`config.mk`:
```
export PLATFORM = sky130hd
export DESIGN_NAME = lsu_mem_ctrl
export DESIGN_NICKNAME = d
export VERILOG_FILES = /design/src/rtl/lsu_pkg.sv /design/src/rtl/lsu_lane_align.sv /design/src/rtl/lsu_mem_ctrl.sv
export SDC_FILE = /design/constraint.sdc
export NUM_CORES = 1
export LEC_CHECK = 0
export BUFFER_PORTS_ARGS = -buffer_cell sky130_fd_sc_hd__buf_4
export CAP_MARGIN = 20
export CORE_UTILIZATION = 48
export CTS_CLUSTER_DIAMETER = 200
export CTS_CLUSTER_SIZE = 40
export DETAILED_ROUTE_END_ITERATION = 6
export PLACE_DENSITY = 0.8
export SLEW_MARGIN = 40
export SYNTH_ARGS = -nofsm -noshare
export SYNTH_HDL_FRONTEND = slang
export SYNTH_HIERARCHICAL = 1
export SYNTH_SLANG_ARGS = --single-unit
export TNS_END_PERCENT = 30
```
`constraint.sdc`:
```
create_clock -name clk -period 2.3 [get_ports clk]
set_clock_uncertainty 0.2 [all_clocks]
set_input_delay 0.46 -clock clk [delete_from_list [all_inputs] [get_ports clk]]
set_output_delay 0.46 -clock clk [all_outputs]
set_load 0.05 [all_outputs]
```
`src/rtl/lsu_pkg.sv`:
```
// Shared encodings for the load/store unit: access sizes, memory strobe values and FSM states.
// The RMW_RD/MERGE states only exist when LSU_RMW_EN is defined.
package lsu_pkg;

    localparam logic [1:0] SZ_B = 2'd0;
    localparam logic [1:0] SZ_H = 2'd1;
    localparam logic [1:0] SZ_W = 2'd2;

    localparam logic [1:0] MEM_IDLE = 2'd0;
    localparam logic [1:0] MEM_ACT  = 2'd1;

`ifdef LSU_RMW_EN
    typedef enum logic [2:0] {
        ST_IDLE   = 3'd0,
        ST_RD     = 3'd1,
        ST_WAIT   = 3'd2,
        ST_WR     = 3'd3,
        ST_RESP   = 3'd4,
        ST_RMW_RD = 3'd5,
        ST_MERGE  = 3'd6
    } lsu_state_e;
`else
    typedef enum logic [2:0] {
        ST_IDLE = 3'd0,
        ST_RD   = 3'd1,
        ST_WAIT = 3'd2,
        ST_WR   = 3'd3,
        ST_RESP = 3'd4
    } lsu_state_e;
`endif

    function automatic logic is_misaligned(input logic [1:0] size, input logic [1:0] offset);
        logic bad;
        bad = 1'b0;
        if (size == SZ_H && offset[0])
            bad = 1'b1;
        if (size == SZ_W && offset != 2'b00)
            bad = 1'b1;
        return bad;
    endfunction

endpackage

```
`src/rtl/lsu_lane_align.sv`:
```
// Big-endian lane extract with sign/zero extension for loads, and lane merge for sub-word stores.
// The merge path is only present when LSU_RMW_EN is defined.
module lsu_lane_align
    import lsu_pkg::*;
(
    input  logic [31:0] rd_word,
    input  logic [1:0]  size,
    input  logic [1:0]  offset,
    input  logic        is_signed,
`ifdef LSU_RMW_EN
    input  logic [31:0] st_data,
    output logic [31:0] merged_word,
`endif
    output logic [31:0] load_data
);

    logic [7:0]  lane_byte;
    logic [15:0] lane_half;

    // Byte offset 0 lives in the most significant lane.
    always_comb begin
        lane_byte = rd_word[31:24];
        case (offset)
            2'd0: lane_byte = rd_word[31:24];
            2'd1: lane_byte = rd_word[23:16];
            2'd2: lane_byte = rd_word[15:8];
            2'd3: lane_byte = rd_word[7:0];
            default: lane_byte = rd_word[31:24];
        endcase
        lane_half = offset[1] ? rd_word[15:0] : rd_word[31:16];
    end

    always_comb begin
        load_data = rd_word;
        case (size)
            SZ_B: load_data = is_signed ? {{24{lane_byte[7]}}, lane_byte} : {24'd0, lane_byte};
            SZ_H: load_data = is_signed ? {{16{lane_half[15]}}, lane_half} : {16'd0, lane_half};
            default: load_data = rd_word;
        endcase
    end

`ifdef LSU_RMW_EN
    always_comb begin
        merged_word = rd_word;
        case (size)
            SZ_B: begin
                case (offset)
                    2'd0: merged_word[31:24] = st_data[7:0];
                    2'd1: merged_word[23:16] = st_data[7:0];
                    2'd2: merged_word[15:8]  = st_data[7:0];
                    2'd3: merged_word[7:0]   = st_data[7:0];
                    default: merged_word = rd_word;
                endcase
            end
            SZ_H: begin
                if (offset[1])
                    merged_word[15:0] = st_data[15:0];
                else
                    merged_word[31:16] = st_data[15:0];
            end
            default: merged_word = st_data;
        endcase
    end
`endif

endmodule

```
`src/rtl/lsu_mem_ctrl.sv`:
```
// Load/store initiator for a 256-byte big-endian data memory, one request in flight at a time.
// Define LSU_RMW_EN to support byte/half stores via read-modify-write; otherwise they are errors.
module lsu_mem_ctrl
    import lsu_pkg::*;
#(
    parameter int MEM_BYTES = 256
) (
    input  logic        clk,
    input  logic        rst,
    input  logic        req_valid,
    output logic        req_ready,
    input  logic        req_we,
    input  logic [1:0]  req_size,
    input  logic        req_signed,
    input  logic [31:0] req_addr,
    input  logic [31:0] req_wdata,
    output logic        rsp_valid,
    input  logic        rsp_ready,
    output logic [31:0] rsp_rdata,
    output logic        rsp_err,
    output logic [31:0] mem_addr,
    output logic [31:0] mem_wdata,
    output logic [1:0]  mem_write,
    output logic [1:0]  mem_read,
    input  logic [31:0] mem_rdata
);

    lsu_state_e  state_q, state_d;
    logic [1:0]  size_q, size_d;
    logic        signed_q, signed_d;
    logic [31:0] addr_q, addr_d;
    logic [31:0] mem_wdata_q, mem_wdata_d;
    logic [31:0] rdata_q, rdata_d;
    logic        err_q, err_d;

    logic        req_err;
    logic [31:0] load_data;
`ifdef LSU_RMW_EN
    logic [31:0] merged_word;
`endif

    lsu_lane_align u_align (
        .rd_word     (mem_rdata),
        .size        (size_q),
        .offset      (addr_q[1:0]),
        .is_signed   (signed_q),
`ifdef LSU_RMW_EN
        .st_data     (mem_wdata_q),
        .merged_word (merged_word),
`endif
        .load_data   (load_data)
    );

    always_comb begin
        req_err = 1'b0;
        if (req_size == 2'd3)
            req_err = 1'b1;
        if (is_misaligned(req_size, req_addr[1:0]))
            req_err = 1'b1;
        if (req_addr >= 32'(MEM_BYTES))
            req_err = 1'b1;
`ifndef LSU_RMW_EN
        if (req_we && req_size != SZ_W)
            req_err = 1'b1;
`endif
    end

    // Store data parks in mem_wdata_q from accept; RMW merges into it before the write.
    always_comb begin
        state_d     = state_q;
        size_d      = size_q;
        signed_d    = signed_q;
        addr_d      = addr_q;
        mem_wdata_d = mem_wdata_q;
        rdata_d     = rdata_q;
        err_d       = err_q;
        case (state_q)
            ST_IDLE: begin
                if (req_valid) begin
                    size_d      = req_size;
                    signed_d    = req_signed;
                    addr_d      = req_addr;
                    mem_wdata_d = req_wdata;
                    rdata_d     = 32'd0;
                    err_d       = req_err;
                    if (req_err)
                        state_d = ST_RESP;
                    else if (!req_we)
                        state_d = ST_RD;
`ifdef LSU_RMW_EN
                    else if (req_size != SZ_W)
                        state_d = ST_RMW_RD;
`endif
                    else
                        state_d = ST_WR;
                end
            end
            ST_RD:   state_d = ST_WAIT;
            ST_WAIT: begin
                rdata_d = load_data;
                state_d = ST_RESP;
            end
`ifdef LSU_RMW_EN
            ST_RMW_RD: state_d = ST_MERGE;
            ST_MERGE: begin
                mem_wdata_d = merged_word;
                state_d     = ST_WR;
            end
`endif
            ST_WR:   state_d = ST_RESP;
            ST_RESP: begin
                if (rsp_ready)
                    state_d = ST_IDLE;
            end
            default: state_d = ST_IDLE;
        endcase
    end

    always_ff @(posedge clk) begin
        if (rst) begin
            state_q     <= ST_IDLE;
            size_q      <= SZ_B;
            signed_q    <= 1'b0;
            addr_q      <= 32'd0;
            mem_wdata_q <= 32'd0;
            rdata_q     <= 32'd0;
            err_q       <= 1'b0;
        end else begin
            state_q     <= state_d;
            size_q      <= size_d;
            signed_q    <= signed_d;
            addr_q      <= addr_d;
            mem_wdata_q <= mem_wdata_d;
            rdata_q     <= rdata_d;
            err_q       <= err_d;
        end
    end

    // Strobes are masked by reset so a reset edge never touches memory.
    always_comb begin
        mem_read  = MEM_IDLE;
        mem_write = MEM_IDLE;
        if (!rst) begin
            if (state_q == ST_RD)
                mem_read = MEM_ACT;
`ifdef LSU_RMW_EN
            if (state_q == ST_RMW_RD)
                mem_read = MEM_ACT;
`endif
            if (state_q == ST_WR)
                mem_write = MEM_ACT;
        end
    end

    assign req_ready = (state_q == ST_IDLE);
    assign rsp_valid = (state_q == ST_RESP);
    assign rsp_rdata = rdata_q;
    assign rsp_err   = err_q;
    assign mem_addr  = {addr_q[31:2], 2'b00};
    assign mem_wdata = mem_wdata_q;

endmodule

```
# After elaboration in Yosys (flattened, before gate mapping)
# Cells that the tools add are included.
# word_totals
reg_bits,103
elab_cells,56
output_inout_bits,103
in_bits,104
# classes
n_mux,22
order_cmp,1
reduce_logical,12
eq_ne,14
# ops
cell,n
$pmux 32 s2,2
$mux 32,3
$ge 32x9->1 const B,1
$pmux 8 s4,1
$mux 16,1
$pmux 3 s4,1
$mux 1,10
$mux 3,3
$eq 2x2->1 const B,4
$eq 2x1->1 const B,3
$eq 3x2->1 const B,2
$reduce_and 2->1,3
$logic_not 2->1,2
$ne 2x2->1 const B,2
$reduce_bool 2->1,2
$eq 3x1->1 const B,1
$eq 3x3->1 const B,1
$logic_and 1x1->1,3
$logic_not 3->1,1
$mux 2,1
$ne 2x1->1 const B,1
$reduce_or 2->1,1

# Depth between registers and ports, before layout
# logic_depth
depth_word,10
mapped_depth,9

# Cells and area by module
# Netlist, hierarchy kept.
# modules_own_cells
module,cells_each,n_inst,area_each_um2,seq_area_each_um2
lsu_mem_ctrl,507,1,4052.6,2062.0
lsu_lane_align,107,1,829.5,0.0

# Least setup slack after synthesis
# No wires, ideal clock.
# synth_path
path_kind,register -> output
startpoint,register state_q[2]
endpoint,output port rsp_valid
arrival_ps,1596
stages_incl_launch_ff,2
slack_ps,44
cell_sequence,dfxtp_1 > nor3b_1
# synth_between
elab_chain_len,1
# synth_lines
element,line,source
from (decl),lsu_mem_ctrl.sv:28,"lsu_state_e state_q, state_d;"
from (signal assigned),lsu_mem_ctrl.sv:129,state_q <= state_d;
$eq 3x3->1,lsu_mem_ctrl.sv:156,assign rsp_valid = (state_q == ST_RESP);
to (decl),lsu_mem_ctrl.sv:17,"output logic rsp_valid,"
# No other way between the ends.

# Worst setup path in the final report
# layout_path
startpoint,register size_q[0]
endpoint,"register rdata_q[31], in the netlist rsp_rdata[31]"
# layout_between
elab_chain_len,3
word_cells_on_any_way,4
cone_classes,eq/ne (1); mux (2); reduce/logical (1)
# layout_lines
element,line,source
from (decl),lsu_mem_ctrl.sv:29,"logic [1:0] size_q, size_d;"
from (signal assigned),lsu_mem_ctrl.sv:130,size_q <= size_d;
$eq 2x1->1 or $logic_not 2->1 (tied branches),lsu_lane_align.sv:35,case (size)
$pmux 32 s2 *,lsu_lane_align.sv:35,
via load_data[31],lsu_mem_ctrl.sv:37,logic [31:0] load_data;
$pmux 32 s2 *,lsu_mem_ctrl.sv:77,case (state_q)
to (signal assigned),lsu_mem_ctrl.sv:134,rdata_q <= rdata_d;
to (decl),lsu_mem_ctrl.sv:33,"logic [31:0] rdata_q, rdata_d;"
# The timed path passes the listed nets; every way through them passes the cells marked *.
# A chain may end at the register's enable or synchronous reset.

==> results.md <==
* Seq cells post-synth at just over 100
* WS Path Type: reg -> reg
* Total track usage at 0.251
* Highest Signal Layer: met4
* H-Tree Level Count at 3
* TritonCTS Buffers at 9
* Routed len/inst at between 15 and 20 um
* Synth Area in Adders at 0
* Pwr Density at roughly 640 nW/um2
* Mean cell area of the mapped netlist at between 7 and 8 um2
* Max_slew headroom at 0.485
* Main combinational cell family by area after synthesis: simple AND/OR/NAND/NOR gates
* Comb pwr share at 0.241
* Avg Vias per Cell at approximately 5.3
* I/O pins at 207
* Met2 wire len at ~6600 um
* Starting DRT DRC Count at 200
* Warning count from the yosys run at 6
* Gpl congestion at between 0.8 and 0.9
* Final cell count without fillers at 891
* Die width at roughly 100 um
* Crit path launch type: flip-flop
* Core ar. at about 9800 um2
* CP Max Fanout at 16
* Vias in the first global route at approximately 4200
* Async S/R FF share, synth at 0
* DRC at 0
* Internal power at approximately 0.0028 W
* CP required at roughly 2.4 ns
* Mux share of post-synthesis cell area at 0.0210
* HPWL Detailed at between 9000 and 10000 um
* RSZ-0062 raised after global routing: false
* Worst VDD drop at 0.417 mV
* Row count at 36
* EDFF count, synth at 0
* Post-CTS Setup Inserts at 0
* DIE AREA at roughly 11000 um2
* Worst-Skew Late Latency at about 0.37 ns
* Drt first pass iters at 5
* Dominant synthesized flop cell: dfxtp_1
* Synth Area in Simple Gates at 0.231
* Post_cts resized at 0
* Root buffer cell: clkbuf_8
* Leakage dissipation at about 2.7 nW
* Met3 Wirelength at 1270 um
* Final period utilization at 0.916
* # Max-Cap Violations at 0
* Final TNS setup at 0 ns
* Initial core utilization at 0.497
* Status: finished clean
* Post-Synth XOR/XNOR Area at 0
* Sequential fraction of design power at 0.473
* Sequential fraction of the synthesis area at 0.422
* Area Growth Syn to Fin at 29.9%
* Post-layout nets at 859
* FMAX at 474 MHz
* # diodes at 0
* Synth Instances at 614
* Inst Count DP at 877
* Hold Buf Count CTS at 0
* Largest net degree at the start of global routing at 103
* Die H at between 100 and 150 um
* Via count at between 4000 and 5000
* Psw at 0.00126 W
* Sw Ratio at 0.314
* Clock-pin slew on the worst setup and hold paths at roughly 0.090 ns
* Global route overflow at 0
* Worst Max-Slew Pin Slew at 0.773 ns
* Global-route wire length before repair at between 20000 and 25000 um
* Clock power share at 0.286
* Final Hold Viols at 0
* Compound-Gate Fraction of Synth Area at 0.212
* Clock tree buffer depth at 2
* Most common cell after layout, fill and taps aside: buf_4
* Most frequent cells in the layout: 209 x buf_4, 195 x nand2_1, 103 x dfxtp_1
* Number of buffers inserted by port buffering at 202
* Clock sink count at approximately 100
* DRT met1 WL at 5270 um
* DRT antenna net count at 0
* Initial antenna violation count at 0
* Setup crit end kind: flip-flop
* CTS tree: done
* Worst path arrival time at around 2.2 ns
* Synthesized cell area at between 4000 and 5000 um2
* # setup viols final at 0
* Fin crit period at about 2.1 ns
* Max-slew violations at 0
* DRT Wirelength at ~13000 um
* Share of cells above drive strength 1 at 0.334
* Class of the tightest hold or removal check: in -> reg
* Worst hold slack at around 0.13 ns
* Post-synth cell types at 44
-- cells in the mapped netlist (8+ instances only) --
cell | count | area, um2
o211ai_2 | 10 | 125
a22oi_1 | 9 | 67.6
buf_2 | 18 | 90.1
buf_4 | 36 | 270
nand2_1 | 196 | 736
clkbuf_1 | 19 | 71.3
o221ai_1 | 8 | 70.1
buf_6 | 9 | 101
nand3_1 | 33 | 165
dfxtp_1 | 103 | 2060
mux2i_1 | 8 | 80.1
a21oi_1 | 102 | 510
-- sequential cells by signal, summed over array words and instances, names as in the netlist --
| register | count |
|---|---|
| mem_wdata | 32 |
| state_q | 3 |
| rsp_rdata | 32 |
| signed_q | 1 |
| addr_q | 32 |
| rsp_err | 1 |
| size_q | 2 |
-- logic make-up after synthesis --
family | count (synthesis)
AND/OR/NAND/NOR | 256
AO/OA/AOI/OAI | 158
flip-flops | 103
buffers and inverters | 86
multiplexers | 10
other | 1
-- power by group through the flow --
stage	clock network [W]	logic (W)	registers, W
after floorplan	0	0.000560	0.00206
after global placement	0	0.000956	0.00194
after detailed placement	0	0.000971	0.00195
after CTS	0.00118	0.000973	0.00191
after global routing	0.00125	0.00104	0.00192
final	0.00115	0.000973	0.00191
-- per-stage QoR --
stage / worst slack (ns) / util / instance area, um2 / total power (W)
after floorplan: 0.0436 / - / 4890 / 0.00262
after global placement: 0.273 / 0.625 / 6140 / 0.00290
after detailed placement: 0.197 / 0.626 / 6140 / 0.00292
after CTS: 0.191 / 0.646 / 6340 / 0.00406
after global routing: 0.0753 / 0.646 / 6340 / 0.00421
final: 0.192 / 0.646 / 6340 / 0.00403
-- layer usage --
metal / track usage / up-vias
met5: 0 / -
li1: - / 2330
met3: 0.0705 / 22
met1: 0.304 / 2155
met2: 0.425 / 207
met4: 0.0899 / 0
-- path summary, 6_finish.rpt --
check / start / end / slack, ns / depth (start not counted)
setup reg to reg: size_q[0] / rsp_rdata[31] / 0.19 / 5
setup / recovery: size_q[0] / rsp_rdata[31] / 0.19 / 5
hold reg to reg: addr_q[30] / addr_q[30] / 0.26 / 2
hold / removal: req_addr[7] / addr_q[7] / 0.13 / 3
-- worst max-delay path, cell delays in order (launching register included) --
cell and delay [ns]:
dfxtp_1 0.44, inv_1 0.24, or3_1 0.73, o211ai_1 0.23
nand2_1 0.08, a21oi_1 0.12
-- final cells by class --
class                      count  area (um2)
sequential                   103        2060
clock inverter                 3        43.8
fill                         863        3480
multi-input combinational    428        2290
tap                          133         166
clock buffer                  11         151
timing repair buffer         212        1620
inverter                       1        3.75
Power figures use the tool's default switching activity.
